<file path="config.mk">
export PLATFORM = sky130hd
export DESIGN_NAME = hazard_stall_unit
export DESIGN_NICKNAME = d
export VERILOG_FILES = /design/src/rtl/hazard_stall_unit.sv
export SDC_FILE = /design/constraint.sdc
export NUM_CORES = 1
export LEC_CHECK = 0
export CAP_MARGIN = 0
export CORE_MARGIN = 4
export CORE_UTILIZATION = 32
export DETAILED_ROUTE_END_ITERATION = 7
export PLACE_DENSITY_LB_ADDON = 0.25
export SLEW_MARGIN = 10
export SYNTH_ARGS = -nofsm -noshare
export SYNTH_HDL_FRONTEND = slang
export SYNTH_SLANG_ARGS = --single-unit
</file>
<file path="constraint.sdc">
create_clock -name clk -period 1.9 [get_ports clk]
set_input_delay 0.57 -clock clk [delete_from_list [all_inputs] [get_ports clk]]
set_output_delay 0.57 -clock clk [all_outputs]
set_load 0.02 [all_outputs]
</file>
<file path="src/rtl/hazard_stall_unit.sv">
// hazard_stall_unit: KGP-RISC hazard controller. It detects load-use stalls,
// sequences multi-cycle EX ops (two-state FSM with a down-counter) and flushes
// wrong-path instructions on a taken branch.
// Optional build macro HAZARD_STATS_EN adds saturating stall/flush counters.
module hazard_stall_unit #(
    parameter int MUL_LAT = 4,
    parameter int REG_W   = 5
) (
    input  logic             clk,
    input  logic             rst,
    input  logic [REG_W-1:0] id_rs,
    input  logic [REG_W-1:0] id_rt,
    input  logic             id_uses_rs,
    input  logic             id_uses_rt,
    input  logic [REG_W-1:0] id_ex_dest,
    input  logic             id_ex_regwrite,
    input  logic             id_ex_readdmem,
    input  logic             id_ex_multi,
    input  logic             branch_taken,
    output logic             pc_write_en,
    output logic             if_id_write_en,
    output logic             if_id_flush,
    output logic             id_ex_bubble,
    output logic             ex_hold,
    output logic             busy
`ifdef HAZARD_STATS_EN
    ,
    output logic [15:0]      stall_cycles,
    output logic [15:0]      flush_count
`endif
);

    typedef enum logic [0:0] {IDLE, BUSY} state_t;

    state_t     state, state_nxt;
    logic [3:0] cnt, cnt_nxt;
    logic       load_use;

    // Register 0 is deliberately not special-cased.
    assign load_use = id_ex_readdmem & id_ex_regwrite &
                      ((id_uses_rs & (id_rs == id_ex_dest)) |
                       (id_uses_rt & (id_rt == id_ex_dest)));

    // State and occupancy counter; reset aborts any op in flight.
    always_ff @(posedge clk or posedge rst) begin
        if (rst) begin
            state <= IDLE;
            cnt   <= 4'd0;
        end else begin
            state <= state_nxt;
            cnt   <= cnt_nxt;
        end
    end

    // Next-state and hazard outputs, by priority: rst, BUSY, branch, multi, load-use.
    always_comb begin
        state_nxt      = state;
        cnt_nxt        = cnt;
        pc_write_en    = 1'b1;
        if_id_write_en = 1'b1;
        if_id_flush    = 1'b0;
        id_ex_bubble   = 1'b0;
        ex_hold        = 1'b0;
        if (rst) begin
            pc_write_en    = 1'b0;
            if_id_write_en = 1'b0;
            if_id_flush    = 1'b1;
            id_ex_bubble   = 1'b1;
        end else begin
            case (state)
                IDLE: begin
                    if (branch_taken) begin
                        // ID holds a wrong-path instruction, so any load-use is moot.
                        if_id_flush  = 1'b1;
                        id_ex_bubble = 1'b1;
                    end else if (id_ex_multi) begin
                        ex_hold        = 1'b1;
                        pc_write_en    = 1'b0;
                        if_id_write_en = 1'b0;
                        state_nxt      = BUSY;
                        cnt_nxt        = 4'(MUL_LAT - 2);
                    end else if (load_use) begin
                        pc_write_en    = 1'b0;
                        if_id_write_en = 1'b0;
                        id_ex_bubble   = 1'b1;
                    end
                end
                BUSY: begin
                    pc_write_en    = 1'b0;
                    if_id_write_en = 1'b0;
                    if (cnt != 4'd0) begin
                        ex_hold = 1'b1;
                        cnt_nxt = cnt - 4'd1;
                    end else begin
                        // Release cycle: result leaves EX, ID/EX gets a bubble.
                        id_ex_bubble = 1'b1;
                        state_nxt    = IDLE;
                    end
                end
                default: state_nxt = IDLE;
            endcase
        end
    end

    assign busy = (state == BUSY);

`ifdef HAZARD_STATS_EN
    // Saturating stall-cycle and branch-flush counters.
    always_ff @(posedge clk or posedge rst) begin
        if (rst) begin
            stall_cycles <= 16'd0;
            flush_count  <= 16'd0;
        end else begin
            if (!pc_write_en && (stall_cycles != 16'hFFFF))
                stall_cycles <= stall_cycles + 16'd1;
            if ((state == IDLE) && branch_taken && (flush_count != 16'hFFFF))
                flush_count <= flush_count + 16'd1;
        end
    end
`endif

endmodule

</file>
==> flow_metrics.env, run 1 <==
export IMPL_place_hpwl_mm=1.13
export IMPL_drt_iter0_markers=3
export IMPL_finalSetupViolations=4
export IMPL_maxCapViolCount=0
export IMPL_synth_fp_nets=78
export IMPL_outcome="complete, but fails checks"
export IMPL_peakVddDrop_mv=0.676
export IMPL_holdWs_ps=566
export IMPL_dieArea_um2=2160
export IMPL_ios=29
export IMPL_clockBufferDepth=2
export IMPL_cts_reportedPaths_clkPinSlew_ps=40
export IMPL_htree_num_levels=1
export IMPL_grt_pass1_vias=591
export IMPL_p_leak_nw=0.486
export IMPL_yosysWarningCount=0
export IMPL_rows=13
export IMPL_cts_root_buffer="clkbuf_4"
export IMPL_arrival_ps=1520
export IMPL_pwr_density_cell_nw_per_um2=760
export IMPL_area_growth_synth_to_final_pct=113
export IMPL_hold_viol=0
export IMPL_post_route_drc_count=0
export IMPL_place_congestion=0.770
export IMPL_max_freq_mhz=479
export IMPL_layout_core_utilization=0.748
export IMPL_io_buffers=28
export IMPL_grt_max_degree=7
export IMPL_die_height_um=46.5
export IMPL_vias_per_cell=4.66
export IMPL_cp_start_kind="input pin"
export IMPL_finalClockSkew_ps=0.578
export IMPL_vias=531
export IMPL_grt_pass1_wl_mm=2.20
export IMPL_clock_sinks=5
export IMPL_drive_gt1_frac=0.636
export IMPL_cts_tree="done"
export IMPL_drt_total_wl_mm=1.28
export IMPL_slew_violations=0
export IMPL_synth_area_um2=474
export IMPL_violations="setup timing"
export IMPL_insertion_delay_ps=240
export IMPL_pre_cts_ws_ps=-1050
export IMPL_layout_common_cells="15 x buf_6, 14 x buf_4, 10 x xnor2_2"
export IMPL_end_kind="output port"
export IMPL_fin_crit_sh=1.10
export IMPL_core_area_um2=1350
export IMPL_period_minus_slack_ps=2090
export IMPL_ys_seq_elements=5
export IMPL_reg2regPathDepth=8
export IMPL_r2r_start="cnt[1]"
export IMPL_worstMarginPinSlew_ps=276
export IMPL_syn_avg_cell_area_um2=8.95
export IMPL_die_x_um=46.5
export IMPL_firstDrtPassIters=4
export IMPL_grt_use_total=0.144
export IMPL_required_ps=1330
export IMPL_final_common_cell="buf_6"
export IMPL_p_total_w=0.000767
export IMPL_slew_headroom=0.813
export IMPL_grt_overflow=0
export IMPL_antenna_found_initial=0
export IMPL_wire_per_inst_um=11.2
export IMPL_ys_seq_area_frac=0.264
export IMPL_ys_types=23
export IMPL_rsz0062_at_grt="true"
export IMPL_worstReg2RegEnd="cnt[3]"
export IMPL_numCtsBuffers=3
export IMPL_syn_inst=53
export IMPL_layout_nets=125
export IMPL_hp_class="in -> async"
export IMPL_ant_nets=0
export IMPL_worst_slack_ps=-188
export IMPL_endpoint="if_id_write_en"
export IMPL_r2r_setup_slack_ps=320
export IMPL_path_class="in -> out"
export IMPL_start_util=0.351
export IMPL_cp_startpoint="id_rt[4]"
export IMPL_n_antenna_cell=0
export IMPL_path_max_fanout=2
-- critical path: stages --
cell and delay [ps]:
buf_6 90, xnor2_2 130, nand4_1 100, o22a_1 260, a22o_4 240, buf_6 130
-- where the power goes --
group          internal [W]  switching (W)
Clock             0.0000791      0.0000392
Sequential         0.000145      0.0000317
Combinational      0.000276       0.000196
-- layout make-up --
type                    count  area [um2]
clock buffers               4        26.3
repair buffers             44         385
flip-flops and latches      5         125
inverters                   5        18.8
well taps                  15        18.8
multi-input cells          41         435
fillers                    94         340
-- metal layers --
layer / GRT usage / vias up / wire (um)
met2: 0.247 / 23 / 657
met4: 0.0341 / 0 / 0
met5: 0 / - / 0
li1: - / 278 / -
met1: 0.162 / 230 / 506
met3: 0.0625 / 0 / 116
-- cells by family after synthesis --
family,count (synthesis),share of synthesized area
xor gates and xnor gates,10,0.185
adders and majority gates,2,0.0528
AOI/OAI and AO/OA,9,0.113
and+or+nand+nor,20,0.306
buffers and inverters,7,0.0792
DFF,5,0.264
-- cell usage after synthesis --
| cell | number | share of area |
|---|---|---|
| dfrtp_1 | 5 | 0.26 |
| nor3_1 | 1 | 0.011 |
| a31oi_1 | 1 | 0.013 |
| a22o_1 | 1 | 0.018 |
| or3_1 | 3 | 0.040 |
| nor2_1 | 2 | 0.016 |
| nand3_1 | 1 | 0.011 |
| nand4_4 | 1 | 0.045 |
| ha_1 | 2 | 0.053 |
| o22a_1 | 1 | 0.018 |
| and3_1 | 1 | 0.013 |
| inv_1 | 5 | 0.040 |
| or2_4 | 1 | 0.018 |
| or2b_4 | 1 | 0.024 |
| a21oi_1 | 2 | 0.021 |
| xnor2_1 | 10 | 0.18 |
| nand4_1 | 4 | 0.053 |
| nor4b_1 | 1 | 0.018 |
| buf_4 | 1 | 0.016 |
| o21ai_0 | 4 | 0.042 |
| nand4bb_2 | 1 | 0.034 |
| buf_6 | 1 | 0.024 |
| nand2_1 | 3 | 0.024 |
-- flip-flops by register name, summed over array words and instances (netlist names) --
| name | cells |
|---|---|
| cnt | 4 |
| busy | 1 |
-- repair_timing --
action	CTS	global route
hold endpoints to repair	0	0
setup buffers	1	0
hold buffers	0	0
resized for setup	120	10
setup endpoints to repair	6	5
pin swaps	17	4
-- how the worst min path moves through the flow --
stage | slack, ps | from | end | depth (start not counted)
global route | 590 | rst | busy | 3
detailed placement | 550 | cnt[3] | cnt[3] | 2
CTS | 560 | cnt[3] | cnt[3] | 2
global placement | 540 | cnt[3] | cnt[3] | 2
finish | 570 | rst | cnt[2] | 3
floorplan | 390 | rst | busy | 1
-- per-stage QoR --
step           instance area [um2]  TNS [ps]  std cells
3_5_place_dp                   906     -5230        109
6_report                      1010      -499        114
2_1_floorplan                  517     -71.7         53
3_3_place_gp                   906     -5070        109
5_1_grt                       1010      -720        114
4_1_cts                        983      -572        114
Note: power is estimated with default switching activity, not from simulation.
==> run 2: changes to the inputs <==
--- a/config.mk
+++ b/config.mk
@@ -9,6 +9,7 @@
 export CORE_MARGIN = 4
 export CORE_UTILIZATION = 32
 export DETAILED_ROUTE_END_ITERATION = 7
+export GPL_TIMING_DRIVEN = 1
 export PLACE_DENSITY_LB_ADDON = 0.25
 export SLEW_MARGIN = 10
 export SYNTH_ARGS = -nofsm -noshare
==> results of run 2 <==
No change in the layout: final DEF, timing and power equal those of run 1.
